File: config.mk
export PLATFORM = sky130hd
export DESIGN_NAME = audio_sample_tx
export DESIGN_NICKNAME = d
export VERILOG_FILES = /design/src/rtl/audio_sample_tx.sv
export SDC_FILE = /design/constraint.sdc
export NUM_CORES = 1
export LEC_CHECK = 0
export CORE_MARGIN = 5
export CORE_UTILIZATION = 56
export DETAILED_ROUTE_END_ITERATION = 8
export DONT_BUFFER_PORTS = 1
export PLACE_DENSITY = 0.74
export SYNTH_ARGS = -nofsm -noshare
export SYNTH_HDL_FRONTEND = slang
export SYNTH_SLANG_ARGS = --single-unit
export TNS_END_PERCENT = 30
File: constraint.sdc
create_clock -name Clk -period 2.12 [get_ports Clk]
set_input_delay 0.318 -clock Clk [delete_from_list [all_inputs] [get_ports Clk]]
set_output_delay 0.318 -clock Clk [all_outputs]
set_load 0.01 [all_outputs]
File: src/rtl/audio_sample_tx.sv
// audio_sample_tx
// Serializing end of the audio playback path. A sample word is loaded at
// each LR-frame boundary and shifted out MSB first as a left-justified
// stream. The block also generates the bit clock and the LR clock.
//
// Handshake with the playback address sequencer:
//   INIT        : level enable. Dropping it returns to IDLE on the next edge.
//   INIT_FINISH : high while streaming (RUN), after INIT_FRAMES silent frames.
//   data_over   : one-cycle pulse after each load of sample_data.
//                 The sequencer then has a full frame to present the next word.
//
// Ports:
//   Clk, Reset (sync, active-low), INIT, sample_data -> inputs
//   INIT_FINISH, data_over, AUD_BCLK, AUD_DACLRCK, AUD_DACDAT -> outputs
//   dbg_state -> current FSM state (0 IDLE, 1 WARMUP, 2 RUN)
//
// Build option AUDIO_TX_STEREO_EN:
//   defined   : sample_data is 2*SAMPLE_W wide; the upper half goes to the
//               left channel and the lower half to the right channel.
//   undefined : sample_data is SAMPLE_W wide and is sent on both channels.
module audio_sample_tx #(
  parameter int SAMPLE_W    = 16,
  parameter int BCLK_DIV    = 4,
  parameter int INIT_FRAMES = 8,
`ifdef AUDIO_TX_STEREO_EN
  localparam int DIN_W      = 2 * SAMPLE_W
`else
  localparam int DIN_W      = SAMPLE_W
`endif
) (
  input  logic             Clk,
  input  logic             Reset,
  input  logic             INIT,
  output logic             INIT_FINISH,
  input  logic [DIN_W-1:0] sample_data,
  output logic             data_over,
  output logic             AUD_BCLK,
  output logic             AUD_DACLRCK,
  output logic             AUD_DACDAT,
  output logic [1:0]       dbg_state
);

  localparam int DIV_W = (BCLK_DIV > 1) ? $clog2(BCLK_DIV) : 1;
  localparam int BIT_W = $clog2(2 * SAMPLE_W);
  localparam int FRM_W = $clog2(INIT_FRAMES + 1);

  typedef enum logic [1:0] {
    ST_IDLE   = 2'd0,
    ST_WARMUP = 2'd1,
    ST_RUN    = 2'd2
  } state_t;

  state_t              state_q, state_d;
  logic [DIV_W-1:0]    div_cnt_q, div_cnt_d;
  logic                bclk_q, bclk_d;
  logic [BIT_W-1:0]    bit_cnt_q, bit_cnt_d;
  logic [FRM_W-1:0]    frame_cnt_q, frame_cnt_d;
  logic [SAMPLE_W-1:0] shift_q, shift_d;
  logic [SAMPLE_W-1:0] right_q, right_d;
  logic                data_over_q, data_over_d;

  logic                div_wrap;
  logic                bclk_fall;
  logic                frame_end;
  logic                do_load;
  logic [SAMPLE_W-1:0] left_word;
  logic [SAMPLE_W-1:0] right_word;

`ifdef AUDIO_TX_STEREO_EN
  assign left_word  = sample_data[DIN_W-1 -: SAMPLE_W];
  assign right_word = sample_data[SAMPLE_W-1:0];
`else
  assign left_word  = sample_data;
  assign right_word = sample_data;
`endif

  assign div_wrap  = (div_cnt_q == DIV_W'(BCLK_DIV - 1));
  // A wrap while BCLK is high is the 1->0 toggle: the bit boundary.
  assign bclk_fall = div_wrap && bclk_q;
  assign frame_end = bclk_fall && (bit_cnt_q == BIT_W'(2 * SAMPLE_W - 1));

  always_comb begin
    state_d     = state_q;
    div_cnt_d   = div_cnt_q;
    bclk_d      = bclk_q;
    bit_cnt_d   = bit_cnt_q;
    frame_cnt_d = frame_cnt_q;
    shift_d     = shift_q;
    right_d     = right_q;
    data_over_d = 1'b0;
    do_load     = 1'b0;

    case (state_q)
      ST_IDLE: begin
        if (INIT) begin
          state_d     = ST_WARMUP;
          div_cnt_d   = '0;
          bclk_d      = 1'b0;
          bit_cnt_d   = '0;
          frame_cnt_d = '0;
          shift_d     = '0;
          right_d     = '0;
        end
      end
      ST_WARMUP, ST_RUN: begin
        div_cnt_d = div_wrap ? '0 : div_cnt_q + DIV_W'(1);
        if (div_wrap) bclk_d = ~bclk_q;
        if (bclk_fall) begin
          bit_cnt_d = frame_end ? '0 : bit_cnt_q + BIT_W'(1);
          // Entering the right half of the frame reloads the right copy.
          if (bit_cnt_q == BIT_W'(SAMPLE_W - 1)) shift_d = right_q;
          else shift_d = {shift_q[SAMPLE_W-2:0], 1'b0};
        end
        if (frame_end) begin
          if (state_q == ST_RUN) begin
            do_load = 1'b1;
          end else begin
            // Saturating count of completed silent frames.
            if (frame_cnt_q != FRM_W'(INIT_FRAMES))
              frame_cnt_d = frame_cnt_q + FRM_W'(1);
            if (frame_cnt_q >= FRM_W'(INIT_FRAMES - 1)) begin
              state_d = ST_RUN;
              do_load = 1'b1;
            end
          end
        end
        if (do_load) begin
          shift_d     = left_word;
          right_d     = right_word;
          data_over_d = 1'b1;
        end
      end
      default: state_d = ST_IDLE;
    endcase

    // Dropping INIT wins over everything, including a load edge.
    if (!INIT) begin
      state_d     = ST_IDLE;
      div_cnt_d   = '0;
      bclk_d      = 1'b0;
      bit_cnt_d   = '0;
      frame_cnt_d = '0;
      shift_d     = '0;
      right_d     = '0;
      data_over_d = 1'b0;
    end
  end

  always_ff @(posedge Clk) begin
    if (!Reset) begin
      state_q     <= ST_IDLE;
      div_cnt_q   <= '0;
      bclk_q      <= 1'b0;
      bit_cnt_q   <= '0;
      frame_cnt_q <= '0;
      shift_q     <= '0;
      right_q     <= '0;
      data_over_q <= 1'b0;
    end else begin
      state_q     <= state_d;
      div_cnt_q   <= div_cnt_d;
      bclk_q      <= bclk_d;
      bit_cnt_q   <= bit_cnt_d;
      frame_cnt_q <= frame_cnt_d;
      shift_q     <= shift_d;
      right_q     <= right_d;
      data_over_q <= data_over_d;
    end
  end

  assign INIT_FINISH = (state_q == ST_RUN);
  assign data_over   = data_over_q;
  assign AUD_BCLK    = bclk_q;
  assign AUD_DACLRCK = (state_q != ST_IDLE) && (bit_cnt_q < BIT_W'(SAMPLE_W));
  assign AUD_DACDAT  = shift_q[SAMPLE_W-1];
  assign dbg_state   = state_q;

endmodule

==> reports/qor.yml, run 1 <==
outcome:
  status: "complete, no violations"
logic_synthesis:
  ys_ff_latch: 47
  synth-compound-area-share_pct: 21.35
  synthCells: 295
  ys.flop_type: "dfxtp_1"
  async_flop_share_pct: 0
  synth_top_family_by_area: "simple AND/OR/NAND/NOR gates"
  yosysUniqueCellTypes: 41
  synth-simple-area-share_pct: 27.38
  yosys_warnings: 0
  synthesis.area_um2: 2409
  synthAdderAreaFrac_pct: 4.675
  syn_nets: 323
  synth_xor_xnor_area_share_pct: 0.3636
  synth-edff-count: 0
  synth.avg_cell_area_um2: 8.165
  seq_area_frac_synth_pct: 39.06
  muxShareOfSynthArea_pct: 2.182
layout:
  syn2layout_area_growth_pct: 9.974
  drive_above_1_share_pct: 11.71
  final_cell_mix: "dfxtp_1 (46), nand3_1 (36), nand2_1 (34)"
  fin_util_pct: 64.82
  nets: 327
  fill_cells: 357
  final_common_cell: "dfxtp_1"
  seq_area_um2: 942.2
  multiInputGateArea_um2: 1365
  n_antenna_cell: 0
worst_setup_path:
  cp_max_fo: 5
  cp-start-kind: "flop"
  crit_slowest_cell: "dfxtp_1"
  cp_cell_sequence: "ha_1 > and3_1 > ha_1 > nand3_4 > a211oi_4 > nand4_1 > mux2_1"
  worstPathArrival_ns: 2.17
  slowest_delay_ns: 0.38
  end_kind: "flop"
  critical_path_required_ns: 2.30
  path_class: "reg2reg"
  critPathBufInv: 0
  cp_top_family: "simple AND/OR/NAND/NOR gates"
  cp_common_cell: "ha_1"
sta:
  maxSlewHeadroom_pct: 71.54
  setup_tns_ns: 0
  fmax_mhz: 501.1
  timing.final.hold_violations: 0
  min_period_over_period_pct: 94.14
  worst_slew_pin_slew_ns: 0.4258
  rsz0062_at_grt: "true"
  min_period_ns: 1.996
  fin_skew_ns: 0.009321
  timing.final.max_slew_violations: 0
  setup_violations: 0
placement:
  dp_hpwl_um: 3669
  numPortBuffers: 0
  globalplace.congestion: 0.7927
drt:
  via_per_inst: 5.963
  drtPass1Iterations: 4
  route.detailed.drc: 0
  ant_nets: 0
  finalWirelength_um: 5367
  drt_first_iter_violations: 168
  num_vias: 2081
  wire_per_inst_um: 15.38
job:
  drv_cap: 0
cts:
  cts_max_level: 2
  cts_root_buf: "clkbuf_8"
  cts-buffers-inserted: 5
  cts.path.max_buffers: 2
  cts_tree: "yes"
  cts_hold_buf: 0
  clk_latency_ns: 0.30
  clkSlewWorstSetupHoldPaths_ns: 0.09
  clock-sinks: 47
power:
  switching_power_uw: 366.6
  irDropWorstVdd_v: 0.0004952
  p_leak_nw: 0.9380
  comb_power_share_pct: 7.5
  power_frac_seq_pct: 57.4
  p_per_area_nw_per_um2: 586.3
  power_mw: 1.553
  pwr-share-clk_pct: 35.1
  switching_share_pct: 23.61
  intPower_mw: 1.186
global_routing:
  overflow: 0
  grt_usage_pct: 21.00
  grt_max_degree: 31
  antenna_found_initial: 0
  grt_pass1_wl_um: 9384
  grt_pass1_vias: 1984
die:
  die_w_um: 75.58
  initial_utilization_pct: 58.94
  rows: 23
  ioPinCount: 26
  core_area_um2: 4086
  die_h_um: 75.58
  dieArea_um2: 5712
min_path:
  min_path_type: "in2reg"
==> cell families after synthesis <==
group | count (synthesis)
xor gates and xnor gates | 1
adders and majority gates | 9
DFF | 47
buffers and inverters | 28
muxes | 5
and+or+nand+nor | 133
AOI/OAI and AO/OA | 72
==> flip-flops by register name, summed over array words and instances (netlist names) <==
| name | cells |
|---|---|
| right_q | 16 |
| shift_q | 16 |
| bit_cnt_q | 5 |
| frame_cnt_q | 4 |
| dbg_state | 2 |
| div_cnt_q | 2 |
| AUD_BCLK | 1 |
| data_over | 1 |
==> layout make-up <==
cell class / instances / share of cell area (%)
timing repair buffer: 18 / 6.235
sequential: 47 / 35.57
tap: 50 / 2.362
multi-input combinational: 220 / 51.54
clock buffer: 6 / 3.118
inverter: 7 / 0.9920
clock inverter: 1 / 0.1889
==> per-stage QoR <==
step                      instances  cell area [um^2]  setup slack [ns]  hold slack, ns
after floorplan                 295              2409            0.1281          0.4171
after global routing            349              2649          -0.02260          0.1895
after CTS                       348              2609           0.07612          0.1658
final                           349              2649            0.1243          0.1717
after detailed placement        341              2521           0.08316          0.4322
after global placement          341              2521            0.2111          0.4267
==> final timing paths <==
path                  startpoint             end  slack [ns]  depth (start not counted)
setup / recovery    bit_cnt_q[1]  frame_cnt_q[3]        0.12                          7
hold / removal    sample_data[0]      shift_q[0]        0.17                          2
setup reg to reg    bit_cnt_q[1]  frame_cnt_q[3]        0.12                          7
hold reg to reg       shift_q[2]      shift_q[2]        0.45                          2
==> metal layers <==
| metal | GRT usage [%] | vias to the layer above | routed length (um) | share of wire [%] |
|---|---|---|---|---|
| li1 | - | 1066 | - | - |
| met1 | 27.69 | 976 | 2588 | 48 |
| met2 | 35.00 | 33 | 2517 | 47 |
| met3 | 4.617 | 6 | 215 | 4.0 |
| met4 | 5.243 | 0 | 45 | 0.84 |
| met5 | 0 | - | 0 | 0 |
==> Yosys cell counts (all sizes together), types with 2 or more instances <==
master,number,area (um^2)
nand2,34,127.6
nor2b,16,100.1
clkbuf,13,48.80
dfxtp,47,940.9
ha,9,112.6
a31oi,15,93.84
o21bai,2,15.01
mux2i,3,30.03
nor4b,2,17.52
a211oi,17,140.1
nor3b,2,15.01
and3,4,25.02
nand4,2,12.51
a21o,2,15.01
mux2,2,22.52
nand3,37,197.7
nor2,28,105.1
o31ai,15,112.6
buf,8,45.04
a21oi,12,63.81
nand3b,2,15.01
and2,2,12.51
inv,7,26.28
nand2b,2,12.51
o21ai,2,10.01
==> power by group through the flow <==
stage	clock network (mW)	logic (mW)	registers (mW)
floorplan	0	0.0814	0.913
global placement	0	0.112	0.912
detailed placement	0	0.114	0.912
CTS	0.559	0.115	0.891
global route	0.590	0.130	0.892
finish	0.545	0.117	0.891
==> repair_timing <==
item / in CTS / in global routing
setup endpoints to repair: 0 / 20
hold endpoints to repair: 0 / 0
setup buffers: 0 / 0
gates resized for setup: 0 / 4
==> worst register-to-register path: stages, from the launching register on <==
cell	delay, ns
dfxtp_1	0.38
ha_1	0.19
and3_1	0.20
ha_1	0.23
nand3_4	0.14
a211oi_4	0.29
nand4_1	0.13
mux2_1	0.32
Power figures use the tool's default switching activity.
==> inputs of run 2 (changes only) <==
--- a/constraint.sdc
+++ b/constraint.sdc
@@ -3,2 +3,2 @@
 set_output_delay 0.318 -clock Clk [all_outputs]
-set_load 0.01 [all_outputs]
+set_load 0.05 [all_outputs]
==> run 2 against run 1 <==
Hold slack got worse by 0.0057 ns; core utilization increased by 1.1 points; critical path depth unchanged; final area increased by 1.7%; critical endpoint unchanged; cell count increased by 0.86%; clock power increased by 42%; largest cell class unchanged.
==> reports/qor.yml, run 2 (same netlist as run 1, synthesis figures left out) <==
min_path:
  min_path_type: "in2reg"
  holdPathStages: 2
  whs_endpoint: "shift_q[0]"
  holdCritStartpoint: "sample_data[0]"
die:
  rows: 23
  core_area_um2: 4086
  initial_utilization_pct: 58.94
  die_h_um: 75.58
  die_w_um: 75.58
  dieArea_um2: 5712
  ioPinCount: 26
layout:
  syn2layout_area_growth_pct: 11.79
  drive_above_1_share_pct: 12.25
  top_regs: "right_q: 16 flops, shift_q: 16 flops, bit_cnt_q: 5 flops"
  fin_cells: 352
  final_common_cell: "dfxtp_1"
  nets: 329
  final_cell_mix: "dfxtp_1 (45), nand3_1 (36), nand2_1 (34)"
  n_antenna_cell: 0
  fin_util_pct: 65.89
worst_setup_path:
  regToRegStartpoint: "bit_cnt_q[0]"
  worstReg2RegEnd: "frame_cnt_q[3]"
  end_kind: "flop"
  cp_top_family: "simple AND/OR/NAND/NOR gates"
  worst_r2r_path_depth: 7
  crit_cells: 7
  cp-start-kind: "flop"
  path_class: "reg2reg"
  crit_slowest_cell: "dfxtp_1"
  slowest_delay_ns: 0.39
  cp_max_fo: 5
  r2r_setup_slack_ns: 0.14
  critical_path_required_ns: 2.31
  worstPathArrival_ns: 2.17
  critPathBufInv: 0
  cp_cell_sequence: "ha_1 > and3_1 > ha_2 > nand3_4 > a211oi_4 > nand4_1 > mux2_1"
cts:
  cts_max_level: 2
  cts_hold_buf: 0
  cts_root_buf: "clkbuf_8"
  clock-sinks: 47
  cts-buffers-inserted: 5
  cts.path.max_buffers: 2
  clkSlewWorstSetupHoldPaths_ns: 0.09
  clk_latency_ns: 0.30
  cts_tree: "yes"
global_routing:
  overflow: 0
  grt_pass1_wl_um: 9335
  antenna_found_initial: 0
  grt_max_degree: 31
  grt_usage_pct: 20.78
  grt_pass1_vias: 2012
sta:
  min_period_over_period_pct: 93.43
  timing.final.hold_violations: 0
  postLayoutSetupSlackWorst_ns: 0.1393
  maxSlewHeadroom_pct: 65.06
  min_period_ns: 1.981
  fmax_mhz: 504.9
  fin_skew_ns: 0.005812
  rsz0062_at_grt: "false"
  setup_tns_ns: 0
  timing.final.max_slew_violations: 0
  worst_slew_pin_slew_ns: 0.5234
  setup_violations: 0
job:
  drv_cap: 0
placement:
  place_ws_ns: 0.1607
  globalplace.congestion: 0.8129
  dp_hpwl_um: 3639
  place_inst: 344
  numPortBuffers: 0
drt:
  ant_nets: 0
  num_vias: 2113
  drt_first_iter_violations: 188
  wire_per_inst_um: 15.26
  drtPass1Iterations: 4
  route.detailed.drc: 0
  via_per_inst: 6.003
  finalWirelength_um: 5370
power:
  p_leak_nw: 0.9667
  p_per_area_nw_per_um2: 667.3
  irDropWorstVdd_v: 0.0004473
outcome:
  status: "complete, no violations"
-- run 2: cell count changes in the layout (fill, tap and decap cells not counted), sizes merged --
cell    delta
buf        +3
clkinv     -1
clkbuf     -1
bufinv     +2
-- run 2: repair_timing --
action	in CTS	in global routing
endpoints found under the setup margin	0	12
setup buffers	0	0
resized for setup	0	3
-- run 2: worst max-delay path by stage --
stage / start / to / slack [ns]
3_5_place_dp: bit_cnt_q[0] / shift_q[6] / 0.16
6_report: bit_cnt_q[0] / frame_cnt_q[3] / 0.14
5_1_grt: bit_cnt_q[0] / right_q[13] / 0.004
4_1_cts: bit_cnt_q[0] / shift_q[6] / 0.14
3_3_place_gp: dbg_state[0] / dbg_state[0] / 0.22
2_1_floorplan: dbg_state[0] / frame_cnt_q[3] / 0.006
-- run 2: routing by layer --
layer	wire [um]	GRT usage (%)	vias up
li1	-	-	1068
met1	2448	29.05	967
met2	2433	31.35	68
met3	387	3.958	10
met4	99	8.738	0
met5	0	0	-
-- run 2: worst reg2reg max path, cell delays in order, from the launching register on --
cell and delay [ns]:
dfxtp_1 0.39, ha_1 0.20, and3_1 0.21, ha_2 0.22, nand3_4 0.12, a211oi_4 0.29, nand4_1 0.13, mux2_1 0.31
-- run 2: power by group --
part / internal (mW) / switching (mW)
Sequential: 0.887 / 0.00689
Combinational: 0.0456 / 0.0841
Clock: 0.471 / 0.302
-- run 2: area by class of cell --
class / instances / area (um^2)
well taps: 50 / 62.56
repair buffers: 20 / 166.4
inverters: 7 / 26.28
flip-flops and latches: 47 / 943.4
clock inverters: 2 / 60.06
fillers: 343 / 1394
multi-input cells: 220 / 1361
clock buffers: 6 / 72.57
-- run 2: metrics by stage --
step / power [mW] / hold WS [ns] / cell area [um^2]
floorplan: 1.006 / 0.4171 / 2411
global placement: 1.042 / 0.4285 / 2546
detailed placement: 1.043 / 0.4364 / 2546
CTS: 1.808 / 0.1580 / 2679
global route: 1.859 / 0.1507 / 2693
finish: 1.797 / 0.1660 / 2693
